===== src/rtl/adc_channel_sequencer_pkg.sv =====
`default_nettype none
// ============================================================================
// Module   : pkg_adc_regmap
// Brief    : Shared constants and sequencer state encoding for the ADC path.
// Revision : 1.0 - initial release
// ============================================================================
package pkg_adc_regmap;

    localparam int ADC_DEFAULT_PHASE_INC = 16;
    localparam int ADC_SETTLE_SAMPLES    = 32;

    typedef enum logic [2:0] {
        SEQ_IDLE        = 3'd0,
        SEQ_ISSUE       = 3'd1,
        SEQ_WAIT_ASSERT = 3'd2,
        SEQ_WAIT_REL    = 3'd3,
        SEQ_SETTLE      = 3'd4
    } seq_state_t;

endpackage
`default_nettype wire


===== src/rtl/adc_sat_counter.sv =====
`default_nettype none
// ============================================================================
// Module   : adc_sat_counter
// Brief    : Saturating up-counter with synchronous clear (clear wins).
// Revision : 1.0 - initial release
// ============================================================================
module adc_sat_counter #(
    parameter int WIDTH = 16
) (
    input  logic             i_clock,
    input  logic             i_reset,
    input  logic             i_clr,
    input  logic             i_inc,
    output logic [WIDTH-1:0] o_count
);

    always_ff @(posedge i_clock) begin
        if (i_reset || i_clr) begin
            o_count <= '0;
        end else if (i_inc && (o_count != {WIDTH{1'b1}})) begin
            o_count <= o_count + WIDTH'(1);
        end
    end

endmodule
`default_nettype wire


===== src/rtl/adc_channel_sequencer.sv =====
`default_nettype none
// ============================================================================
// Module   : adc_channel_sequencer
// Brief    : Retune sequencer for adc_dsp: phase update, optional soft reset,
//            local-reset tracking with timeout, and post-retune output blanking.
// Revision : 1.0 - initial release
// ============================================================================
module adc_channel_sequencer
    import pkg_adc_regmap::*;
#(
    parameter int PHASE_W           = 12,
    parameter int DEFAULT_PHASE_INC = ADC_DEFAULT_PHASE_INC,
    parameter int SETTLE_SAMPLES    = ADC_SETTLE_SAMPLES,
    parameter int RST_TIMEOUT       = 64,
    parameter int ERR_W             = 16
) (
    input  logic               i_clock,
    input  logic               i_reset,
    input  logic               i_req_valid,
    output logic               o_req_ready,
    input  logic [PHASE_W-1:0] i_req_phase_inc,
    input  logic               i_req_flush,
    output logic               o_phase_inc_update,
    output logic [PHASE_W-1:0] o_phase_inc_new,
    output logic               o_sw_rst_strb,
    input  logic               i_local_rst_status,
    input  logic               i_dsp_valid,
    input  logic               i_flow_problem,
    output logic               o_gate,
    output logic               o_busy,
    output logic               o_done_strb,
    output logic               o_timeout_flag,
    input  logic               i_flow_err_clr,
    output logic [ERR_W-1:0]   o_flow_err_cnt
);

    localparam int c_SETTLE_W = $clog2(SETTLE_SAMPLES + 1);
    localparam int c_TMO_W    = $clog2(RST_TIMEOUT + 1);

    localparam logic [c_SETTLE_W-1:0] c_SETTLE_LAST = c_SETTLE_W'(SETTLE_SAMPLES - 1);
    localparam logic [c_TMO_W-1:0]    c_TMO_LAST    = c_TMO_W'(RST_TIMEOUT - 1);
    localparam logic [PHASE_W-1:0]    c_PHASE_RST   = PHASE_W'(DEFAULT_PHASE_INC);

    seq_state_t            r_state;
    logic                  r_flush;
    logic [c_SETTLE_W-1:0] r_settle_cnt;
    logic [c_TMO_W-1:0]    r_tmo_cnt;

    // Outputs are assigned on the same edge as the state change they belong to,
    // so every output is a flop and tracks r_state without extra latency.
    always_ff @(posedge i_clock) begin
        if (i_reset) begin
            r_state            <= SEQ_WAIT_REL;
            r_flush            <= 1'b0;
            r_settle_cnt       <= '0;
            r_tmo_cnt          <= '0;
            o_phase_inc_new    <= c_PHASE_RST;
            o_phase_inc_update <= 1'b0;
            o_sw_rst_strb      <= 1'b0;
            o_done_strb        <= 1'b0;
            o_timeout_flag     <= 1'b0;
            o_gate             <= 1'b0;
            o_busy             <= 1'b1;
            o_req_ready        <= 1'b0;
        end else begin
            o_phase_inc_update <= 1'b0;
            o_sw_rst_strb      <= 1'b0;
            o_done_strb        <= 1'b0;

            case (r_state)
                SEQ_IDLE: begin
                    if (i_req_valid) begin
                        o_phase_inc_new    <= i_req_phase_inc;
                        r_flush            <= i_req_flush;
                        o_phase_inc_update <= 1'b1;
                        o_sw_rst_strb      <= i_req_flush;
                        o_gate             <= 1'b0;
                        o_busy             <= 1'b1;
                        o_req_ready        <= 1'b0;
                        r_state            <= SEQ_ISSUE;
                    end
                end

                SEQ_ISSUE: begin
                    if (r_flush) begin
                        r_tmo_cnt <= '0;
                        r_state   <= SEQ_WAIT_ASSERT;
                    end else begin
                        r_settle_cnt <= '0;
                        r_state      <= SEQ_SETTLE;
                    end
                end

                SEQ_WAIT_ASSERT: begin
                    if (i_local_rst_status) begin
                        r_tmo_cnt <= '0;
                        r_state   <= SEQ_WAIT_REL;
                    end else if (r_tmo_cnt == c_TMO_LAST) begin
                        o_timeout_flag <= 1'b1;
                        r_settle_cnt   <= '0;
                        r_state        <= SEQ_SETTLE;
                    end else begin
                        r_tmo_cnt <= r_tmo_cnt + c_TMO_W'(1);
                    end
                end

                SEQ_WAIT_REL: begin
                    if (!i_local_rst_status) begin
                        r_settle_cnt <= '0;
                        r_state      <= SEQ_SETTLE;
                    end else if (r_tmo_cnt == c_TMO_LAST) begin
                        o_timeout_flag <= 1'b1;
                        r_settle_cnt   <= '0;
                        r_state        <= SEQ_SETTLE;
                    end else begin
                        r_tmo_cnt <= r_tmo_cnt + c_TMO_W'(1);
                    end
                end

                SEQ_SETTLE: begin
                    if (i_dsp_valid) begin
                        if (r_settle_cnt == c_SETTLE_LAST) begin
                            o_done_strb <= 1'b1;
                            o_gate      <= 1'b1;
                            o_busy      <= 1'b0;
                            o_req_ready <= 1'b1;
                            r_state     <= SEQ_IDLE;
                        end else begin
                            r_settle_cnt <= r_settle_cnt + c_SETTLE_W'(1);
                        end
                    end
                end

                default: begin
                    r_tmo_cnt   <= '0;
                    o_gate      <= 1'b0;
                    o_busy      <= 1'b1;
                    o_req_ready <= 1'b0;
                    r_state     <= SEQ_WAIT_REL;
                end
            endcase
        end
    end

    adc_sat_counter #(
        .WIDTH (ERR_W)
    ) u_flow_err_cnt (
        .i_clock (i_clock),
        .i_reset (i_reset),
        .i_clr   (i_flow_err_clr),
        .i_inc   (i_flow_problem),
        .o_count (o_flow_err_cnt)
    );

endmodule
`default_nettype wire


===== config.mk =====
export PLATFORM = sky130hd
export DESIGN_NAME = adc_channel_sequencer
export DESIGN_NICKNAME = d
export VERILOG_FILES = /design/src/rtl/adc_channel_sequencer_pkg.sv /design/src/rtl/adc_sat_counter.sv /design/src/rtl/adc_channel_sequencer.sv
export SDC_FILE = /design/constraint.sdc
export NUM_CORES = 1
export LEC_CHECK = 0
export CORE_ASPECT_RATIO = 1.2
export CORE_MARGIN = 2
export CORE_UTILIZATION = 50
export DETAILED_ROUTE_END_ITERATION = 10
export PLACE_DENSITY = 0.79
export SYNTH_ARGS = -nofsm -noshare
export SYNTH_HDL_FRONTEND = slang
export SYNTH_HIERARCHICAL = 1
export SYNTH_SLANG_ARGS = --single-unit
export TNS_END_PERCENT = 30

===== constraint.sdc =====
create_clock -name i_clock -period 1.9 [get_ports i_clock]
set_input_delay 0.19 -clock i_clock [delete_from_list [all_inputs] [get_ports i_clock]]
set_output_delay 0.19 -clock i_clock [all_outputs]
set_load 0.05 [all_outputs]

# After elaboration in Yosys (flattened, before gate mapping)
# Cells that the tools add are included.
[totals]
elab_cells = 86
ff_bits = 51
[op_classes]
bitwise = 6
n_eq_ne = 15
addsub = 3
n_mux = 34
n_reduce_logical = 16
[ops]
columns = ["operator", "count"]
rows = [
  ["6-bit two-way mux", 6],
  ["7-bit two-way mux", 4],
  ["7-bit one-hot mux with 4 select lines", 1],
  ["6-bit one-hot mux with 4 select lines", 1],
  ["3-bit two-way mux", 7],
  ["16-bit by 1-bit adder with 16-bit output, second input constant", 1],
  ["16-bit inequality test, second input constant", 1],
  ["2-bit inequality test, second input constant", 8],
  ["3-bit one-hot mux with 5 select lines", 1],
  ["1-bit two-way mux", 11],
  ["3-bit AND reduction", 3],
  ["3-bit OR reduction", 3],
  ["7-bit by 1-bit adder with 7-bit output, second input constant", 1],
  ["7-bit by 6-bit == test with 1-bit output, second input constant", 1],
  ["6-bit by 1-bit adder with 6-bit output, second input constant", 1],
  ["3-bit by 2-bit == test with 1-bit output, second input constant", 2],
  ["6-bit by 5-bit == test with 1-bit output, second input constant", 1],
  ["1-bit NOT", 6],
  ["1-bit one-hot mux with 3 select lines", 2],
  ["5-bit AND reduction", 1],
  ["4-bit AND reduction", 1],
  ["4-bit nonzero test", 1],
  ["2-bit OR reduction", 2],
  ["3-bit by 1-bit == test with 1-bit output, second input constant", 1],
  ["7 further kinds", 7],
]

# Longest topological paths before layout
# Gate-level depths: netlist of the first run.
[depth]
word_depth = 4
depth_mapped = 7
mapped_depth_nobuf = 6

# By module
# Netlist of the first run, hierarchy kept.
[modules_own_cells]
columns = ["module", "n_inst", "area_per_inst_um2", "seq_area_each_um2", "cells_per_inst"]
rows = [
  ["adc_channel_sequencer", 1, 1595.3, 700.7, 165],
  ["adc_sat_counter", 1, 847.1, 320.3, 95],
]

# Worst setup path after synthesis of the first run
# No wires, ideal clock.
[synth_timing]
path_type = "reg2reg"
from = "register u_flow_err_cnt.o_count[0]"
to = "register u_flow_err_cnt.o_count[5]"
stages_incl_launch_ff = 5
n_path_buf = 0
synth_period_minus_slack_ps = 2017
setup_slack_ps = -117
t_arrival_ps = 1901
required_ps = 1784
cell_sequence = "dfxtp_1 ha_1 nand3_1 or4_4 a41o_1"
[synth_via]
elab_chain_len = 2
[synth_lines]
columns = ["item", "line", "text"]
rows = [
  ["from (decl)", "adc_sat_counter.sv:14", "output logic [WIDTH-1:0] o_count"],
  ["from (signal assigned)", "adc_sat_counter.sv:21", "o_count <= o_count + WIDTH'(1);"],
  ["parallel branches: the longest is 2 deep, another holds 16-bit by 1-bit adder with 16-bit output", "-", ""],
]
# Several ways; the timed one is not identified.
# A chain may end at the register's enable or synchronous reset.

# Worst setup path after layout of the first run
[layout_timing]
from = "register u_flow_err_cnt.o_count[5]"
to = "output o_flow_err_cnt[5]"
[layout_lines]
columns = ["item", "line", "text"]
rows = [
  ["to (decl)", "adc_channel_sequencer.sv:34", "output logic [ERR_W-1:0] o_flow_err_cnt"],
]
# No word-level cell between the ends.

==> results of run 1 <==
[power groups by stage]
| stage | registers [µW] | clock network, µW | logic (µW) |
|---|---|---|---|
| 6_report | 1140 | 620 | 459 |
| 5_1_grt | 1150 | 685 | 503 |
| 4_1_cts | 1140 | 638 | 461 |
| 3_5_place_dp | 1170 | 0 | 458 |
| 3_3_place_gp | 1160 | 0 | 448 |
| 2_1_floorplan | 1190 | 0 | 290 |
[path summary, 6_finish.rpt]
| kind | end | slack [ns] | depth (start not counted) |
|---|---|---|---|
| worst max-delay path | o_flow_err_cnt[5] | 0.09 | 1 |
| worst min-delay path | o_phase_inc_new[4]$_SDFFE_PP1P_ | 0.45 | 2 |
| worst min register to register | o_phase_inc_new[4]$_SDFFE_PP1P_ | 0.45 | 2 |
| worst max register to register | u_flow_err_cnt/o_count[13]$_SDFFE_PP0P_ | 0.13 | 6 |
[layout make-up]
| class | instances | area share, % |
|---|---|---|
| sequential | 51 | 32.1 |
| timing repair buffer | 65 | 19.7 |
| clock buffer | 6 | 2.59 |
| inverter | 3 | 0.353 |
| clock inverter | 1 | 0.157 |
| multi-input combinational | 195 | 42.8 |
| tap | 58 | 2.28 |
[metal layers]
layer | vias up | global-route usage (%) | routed length (µm)
met1 | 1030 | 26.2 | 2440
met4 | 0 | 8.00 | 119
met5 | - | 0 | 0
li1 | 1096 | - | -
met2 | 58 | 39.8 | 2830
met3 | 14 | 4.48 | 227
[per-stage QoR]
step,setup WS (ns),cell area (µm²),instances,total power (µW),util [%]
after floorplan,0.00579,2440,260,1480,-
after global placement,0.137,3080,372,1610,66.1
after detailed placement,0.0847,3080,372,1620,66.1
after CTS,0.0497,3170,379,2240,68.0
after global routing,0.0109,3190,379,2340,68.3
final,0.0904,3190,379,2220,68.3
[layout by cell type, fill, tap and decap left out, types with 3 or more instances in the layout]
| master | n |
|---|---|
| nor4_1 | 3 |
| nor3_1 | 3 |
| a22o_1 | 11 |
| nor2b_1 | 4 |
| buf_4 | 11 |
| nor3_2 | 4 |
| nand4_1 | 5 |
| o21ai_0 | 9 |
| inv_1 | 3 |
| a211oi_1 | 4 |
| a21oi_1 | 16 |
| nor2_1 | 23 |
| clkbuf_8 | 6 |
| a41o_1 | 4 |
| nand2b_1 | 4 |
| or3_1 | 5 |
| and4_1 | 4 |
| o31ai_1 | 4 |
| o211ai_1 | 4 |
| and2_1 | 3 |
| xnor2_1 | 6 |
| dfxtp_1 | 49 |
| clkdlybuf4s50_1 | 52 |
| nand2_1 | 17 |
| and3_1 | 3 |
| or4_1 | 3 |
| ha_1 | 3 |
| a31oi_1 | 5 |
| nand3b_1 | 4 |
| nand3_1 | 7 |
[cells by family after synthesis]
family / count (synthesis) / share of synthesized area (%)
multiplexers: 2 / 0.871
AO/OA/AOI/OAI: 71 / 21.7
XOR/XNOR: 8 / 2.87
buffers and inverters: 14 / 2.87
AND/OR/NAND/NOR: 111 / 28.4
adder cells (fa/ha/maj): 3 / 1.54
flip-flops: 51 / 41.8
[synthesized netlist by cell type (5+ instances only)]
cell type | number | area share (%)
dfxtp_1 | 51 | 42
nor2_1 | 23 | 3.5
nand2_1 | 17 | 2.6
a21oi_1 | 16 | 3.3
a22o_1 | 11 | 3.9
o21ai_0 | 9 | 1.8
nand3_1 | 7 | 1.4
xnor2_1 | 6 | 2.2
a31oi_1 | 5 | 1.3
nand4_1 | 5 | 1.3
or3_1 | 5 | 1.3
[registers in the layout, summed over array words and instances, names as in the netlist, 3 cells and up]
| name | count |
|---|---|
| o_phase_inc_new | 12 |
| r_tmo_cnt | 7 |
| u_flow_err_cnt/o_count | 16 |
| r_state | 3 |
| r_settle_cnt | 6 |
==> reports/results.tsv, run 1 <==
stage	metric	value	unit
power	Int Pwr	1600	µW
die	core area	4660	µm²
critical_path	Slowest-stage cell, CP	clkdlybuf4s50_1	
critical_path	Startpoint Class	flip-flop	
routing	DR iter-0 viols	158	
sta	Rel. slew slack	44.5	%
critical_path	CP Cell Sequence	clkdlybuf4s50_1	
sta	final worst-path cycle share	95.2	%
critical_path	Crit Reg-Reg Startpoint	u_flow_err_cnt/o_count[0]$_SDFFE_PP0P_	
worst_hold_path	Worst Hold Class	reg -> reg	
cts	CTS tree	yes	
die	Cell Rows	27	
power	cell area power density	697	nW/µm²
power	static leakage power	0.00121	µW
grt	Total Routing Usage GR	22.4	%
layout	area grow syn2layout	30.4	%
critical_path	WP data required	1.71	ns
routing	Post-route DRC	0	
grt	largest net degree at the start of global routing	16	
power	power share of the clock group	27.9	%
sta	Hold WS	0.450	ns
cts	clk sinks	51	
placed_design	GPL Wtd Cong	0.764	
sta	Sum Neg Setup Slack	0	ns
critical_path	peak fanout along the critical path	6	
routing	ANT nets after route	0	
sta	Hold Vio Cnt, Final	0	
sta	Fmax	0.553	GHz
worst_hold_path	HP Start	o_phase_inc_new[4]$_SDFFE_PP1P_	
die	Die X	67.8	µm
cts	Root Driver	clkbuf_8	
layout	diode count	0	
power	NetSw	618	µW
synth	number of synthesized flops with an enable pin	0	
sta	RSZ-0062 raised after global routing	no	
cts	post_cts resized	0	
critical_path	arrival time worst endpoint	1.62	ns
die	Ports	55	
cts	Max Root-Sink Buffers	2	
synth	Most used DFF post-synth	dfxtp_1	
die	Die Area	5460	µm²
grt	total congestion overflow	0	
routing	drt total wl	5620	µm
die	Chip Height	80.6	µm
synth	average cell area after synthesis	9.39	µm²
cts	H-tree levels	2	
power	Comb power frac	20.7	%
synth	Netlist cell types	61	
sta	slew of the pin with the lowest slew margin	0.829	ns
synth	Synth Register Bits	51	
synth	Async SR Flop Fraction	0	%
sta	fin. max-slew vios	0	
routing	total number of vias	2198	
synth	Syn Inst Count	260	
cts	Post-CTS Hold Buffers	0	
layout	Layout Nets	344	
power	Sequential Power Share	51.4	%
cts	Clock Latency Late Sink	0.30	ns
routing	drt wl/cell	14.8	µm
grt	antenna violations before repair	0	
critical_path	CP startpoint	u_flow_err_cnt/o_count[5]$_SDFFE_PP0P_	
power	sw frac	27.8	%
routing	vias per cell	5.80	
layout	FF+latch area	1020	µm²
run	Max-Cap Viols	0	
layout	layout cells sized above 1	13.7	%
die	initial cell density of the core	52.4	%
critical_path	slowest stage delay, CP	0.86	ns
critical_path	Critical path buffers and inverters	1	
synth	post-synthesis sequential area ratio	41.8	%
layout	FILL cells	407	
power	VDD IR max	0.451	mV
critical_path	Worst Setup Path Type	reg -> out	
routing	drt pass-1 iters	4	
critical_path	Setup crit end kind	output port	
sta	Setup Viol. Count Final	0	
cts	clock slew at reported path FFs	0.09	ns
synth	synthesized net count	283	
sta	min Tclk post-route	1.81	ns
cts	Post-CTS Setup Repair Bufs	0	
synth	Synth warnings	6	
critical_path	family with the most delay on the worst path	buffers and inverters	
placed_design	PortBufs	54	
grt	first-pass GRT wire length	9450	µm
synth	synthesized area	2440	µm²
placed_design	hpwl dp	4200	µm
cts	CTS Buf Count	5	
status	status	finished, final reports clean	
layout	Multi-input gate area	1360	µm²
grt	vias in the first global route	2137	
sta	clock skew	0.00674	ns
(Power assumes the default switching activity.)
==> run 2: changes to the inputs <==
--- a/config.mk
+++ b/config.mk
@@ -5,7 +5,7 @@
 export SDC_FILE = /design/constraint.sdc
 export NUM_CORES = 1
 export LEC_CHECK = 0
-export CORE_ASPECT_RATIO = 1.2
+export CORE_ASPECT_RATIO = 2
 export CORE_MARGIN = 2
 export CORE_UTILIZATION = 50
 export DETAILED_ROUTE_END_ITERATION = 10
==> run 2 against run 1 <==
Compared with the run above:
- power up 12%
- setup slack lost 0.0022 ns
- cell area increased by 1.2%
- critical path depth up 4
- fmax shrank 0.12%
- utilization shrank 0.83 points
- register-to-register slack got worse by 0.04 ns
- clock skew decreased by 0.0017 ns
- die area grew 0.58%
- via count fell by 0.64%
- clock-buffer cell count down 1
- largest power group unchanged
==> reports/results.tsv, run 2 (same netlist as run 1, synthesis figures left out) <==
stage	metric	value	unit	change
critical_path	Crit Reg-Reg Startpoint	r_tmo_cnt[0]$_SDFFE_PP0P_		was u_flow_err_cnt/o_count[0]$_SDFFE_PP0P_
sta	Setup Viol. Count Final	0		unchanged
routing	WL met1	2460	µm	was 2440 µm
sta	Fmax	0.552	GHz	was 0.553 GHz
critical_path	slowest stage delay, CP	0.45	ns	was 0.86 ns
sta	Hold Vio Cnt, Final	0		unchanged
cts	clk sinks	51		unchanged
placed_design	PortBufs	54		unchanged
routing	ANT nets after route	0		unchanged
placed_design	pre-CTS setup slack	0.0725	ns	was 0.0847 ns
die	initial cell density of the core	51.2	%	was 52.4%
layout	area grow syn2layout	32.0	%	was 30.4%
cts	Root Driver	clkbuf_8		unchanged
critical_path	Setup crit end kind	flip-flop		was output port
routing	DR iter-0 viols	29		was 158
critical_path	CP startpoint	r_tmo_cnt[0]$_SDFFE_PP0P_		was u_flow_err_cnt/o_count[5]$_SDFFE_PP0P_
die	core area	4770	µm²	was 4660 µm²
sta	RSZ-0062 raised after global routing	yes		was no
status	status	finished, final reports clean		unchanged
grt	antenna violations before repair	0		unchanged
sta	final worst-path cycle share	95.4	%	was 95.2%
critical_path	worst setup path endpoint	r_settle_cnt[3]$_SDFFE_PP0P_		was o_flow_err_cnt[5]
die	Die X	53.4	µm	was 67.8 µm
power	sw frac	26.2	%	was 27.8%
cts	clock slew at reported path FFs	0.09	ns	about the same
critical_path	peak fanout along the critical path	5		was 6
placed_design	hpwl dp	4090	µm	was 4200 µm
grt	total congestion overflow	0		unchanged
power	Comb power frac	17.6	%	was 20.7%
grt	largest net degree at the start of global routing	17		was 16
routing	drt total wl	5630	µm	was 5620 µm
layout	layout cells sized above 1	14.1	%	was 13.7%
layout	most frequent cells in the layout	clkdlybuf4s50_1, dfxtp_1, nor2_1		unchanged
cts	Max Root-Sink Buffers	2		unchanged
cts	H-tree levels	2		unchanged
placed_design	GPL Wtd Cong	0.784		was 0.764
power	static leakage power	0.00122	µW	was 0.00121 µW
cts	Post-CTS Setup Repair Bufs	0		unchanged
layout	Largest Register	u_flow_err_cnt/o_count		unchanged
layout	fin util	67.5	%	was 68.3%
grt	first-pass GRT wire length	8970	µm	was 9450 µm
layout	largest registers	u_flow_err_cnt/o_count: 16 flops, o_phase_inc_new: 12 flops, r_tmo_cnt: 7 flops		unchanged
cts	post_cts resized	0		unchanged
routing	routed wl met2	2760	µm	was 2830 µm
critical_path	Startpoint Class	flip-flop		unchanged
routing	drt wl/cell	14.9	µm	was 14.8 µm
cts	CTS Buf Count	5		unchanged
sta	Rel. slew slack	59.9	%	was 44.5%
power	Int Pwr	1830	µW	was 1600 µW
sta	min Tclk post-route	1.81	ns	about the same
grt	Total Routing Usage GR	21.4	%	was 22.4%
routing	vias per cell	5.79		was 5.80
routing	met3 routed WL	353	µm	was 227 µm
critical_path	Worst Setup Path Type	reg -> reg		was reg -> out
cts	Clock Latency Late Sink	0.31	ns	was 0.30 ns
power	Sequential Power Share	46.8	%	was 51.4%
critical_path	CP dominant cell by count	o211ai_1		
power	NetSw	650	µW	was 618 µW
die	Cell Rows	36		was 27
die	Chip Height	103	µm	was 80.6 µm
power	power share of the clock group	35.6	%	was 27.9%
routing	drt pass-1 iters	4		unchanged
power	VDD IR max	0.659	mV	was 0.451 mV
worst_hold_path	Worst Hold Class	in -> reg		was reg -> reg
die	Die Area	5490	µm²	was 5460 µm²
die	Ports	55		unchanged
routing	top routing layer in use	met4		unchanged
sta	clock skew	0.00502	ns	was 0.00674 ns
critical_path	r2r endpoint	r_settle_cnt[3]$_SDFFE_PP0P_		was u_flow_err_cnt/o_count[13]$_SDFFE_PP0P_
layout	FILL cells	401		was 407
routing	Post-route DRC	0		unchanged
power	cell area power density	771	nW/µm²	was 697 nW/µm²
sta	final worst slack	0.0882	ns	was 0.0904 ns
critical_path	Slowest-stage cell, CP	o211ai_1		was clkdlybuf4s50_1
layout	diode count	0		unchanged
critical_path	r2r setup slk	0.09	ns	was 0.13 ns
sta	slew of the pin with the lowest slew margin	0.599	ns	was 0.829 ns
layout	Layout Nets	342		was 344
critical_path	CP Cell Sequence	ha_2, nand3b_1, o211ai_1, o211ai_1, a32o_1		was clkdlybuf4s50_1
sta	fin. max-slew vios	0		unchanged
critical_path	arrival time worst endpoint	2.01	ns	was 1.62 ns
layout	most common cell after layout, fill and taps aside	clkdlybuf4s50_1		unchanged
worst_hold_path	hold path cells	2		unchanged
critical_path	WP data required	2.10	ns	was 1.71 ns
cts	Post-CTS Hold Buffers	0		unchanged
routing	total number of vias	2184		was 2198
cts	CTS tree	yes		unchanged
run	Max-Cap Viols	0		unchanged
sta	Sum Neg Setup Slack	0	ns	unchanged
critical_path	reg2reg path depth	5		was 6
grt	vias in the first global route	2001		was 2137
layout	max FFs per register	16		unchanged
==> run 2: cell types whose count changed in the layout (fill, tap and decap cells not counted), sizes merged <==
| cell | previous run | this run |
|---|---|---|
| buf | 11 | 9 |
| bufinv | 0 | 2 |
| clkbuf | 6 | 5 |
| clkinv | 1 | 0 |
| clkinvlp | 0 | 1 |
==> run 2: metrics by stage <==
stage               cells  hold WS (ns)  total power (µW)  cell area [µm²]
finish                377         0.469              2480             3220
global route          377         0.468              2590             3220
CTS                   377         0.459              2510             3200
detailed placement    369         0.449              1620             3070
global placement      369         0.434              1600             3070
floorplan             260         0.321              1480             2440
==> run 2: layer usage <==
metal / GRT usage (%) / up-vias
li1: - / 1092
met1: 26.3 / 1023
met2: 35.1 / 65
met3: 6.23 / 4
met4: 7.10 / 0
met5: 0 / -
==> run 2: worst min-delay path by stage <==
stage / from / endpoint / slack [ns]
2_1_floorplan: i_reset / o_busy$_SDFFE_PP1P_ / 0.32
3_3_place_gp: o_phase_inc_new[4]$_SDFFE_PP1P_ / o_phase_inc_new[4]$_SDFFE_PP1P_ / 0.43
3_5_place_dp: o_phase_inc_new[4]$_SDFFE_PP1P_ / o_phase_inc_new[4]$_SDFFE_PP1P_ / 0.45
4_1_cts: i_req_flush / o_sw_rst_strb$_SDFF_PP0_ / 0.46
5_1_grt: i_req_phase_inc[11] / o_phase_inc_new[11]$_SDFFE_PP0P_ / 0.47
6_report: i_req_flush / o_sw_rst_strb$_SDFF_PP0_ / 0.47
==> run 2: critical path: cells and delay by family (launching register included) <==
| family | cells | cell delay, ns |
|---|---|---|
| flops | 1 | 0.40 |
| fa+ha+maj | 1 | 0.23 |
| compound gates | 3 | 0.92 |
| simple gates | 1 | 0.17 |
==> run 2: power groups by stage <==
stage	registers, µW	logic (µW)	clock network, µW
3_5_place_dp	1190	432	0
6_report	1160	437	885
2_1_floorplan	1190	290	0
5_1_grt	1170	479	942
3_3_place_gp	1180	421	0
4_1_cts	1160	437	911
==> run 2: cell type report <==
cell class	instances	area, µm²	area share, %
Clock buffer	5	68.8	2.14
Multi-Input combinational cell	195	1370	42.4
Inverter	3	11.3	0.349
Clock inverter	3	67.6	2.10
Tap cell	57	71.3	2.21
Timing Repair Buffer	63	613	19.0
Sequential cell	51	1020	31.8
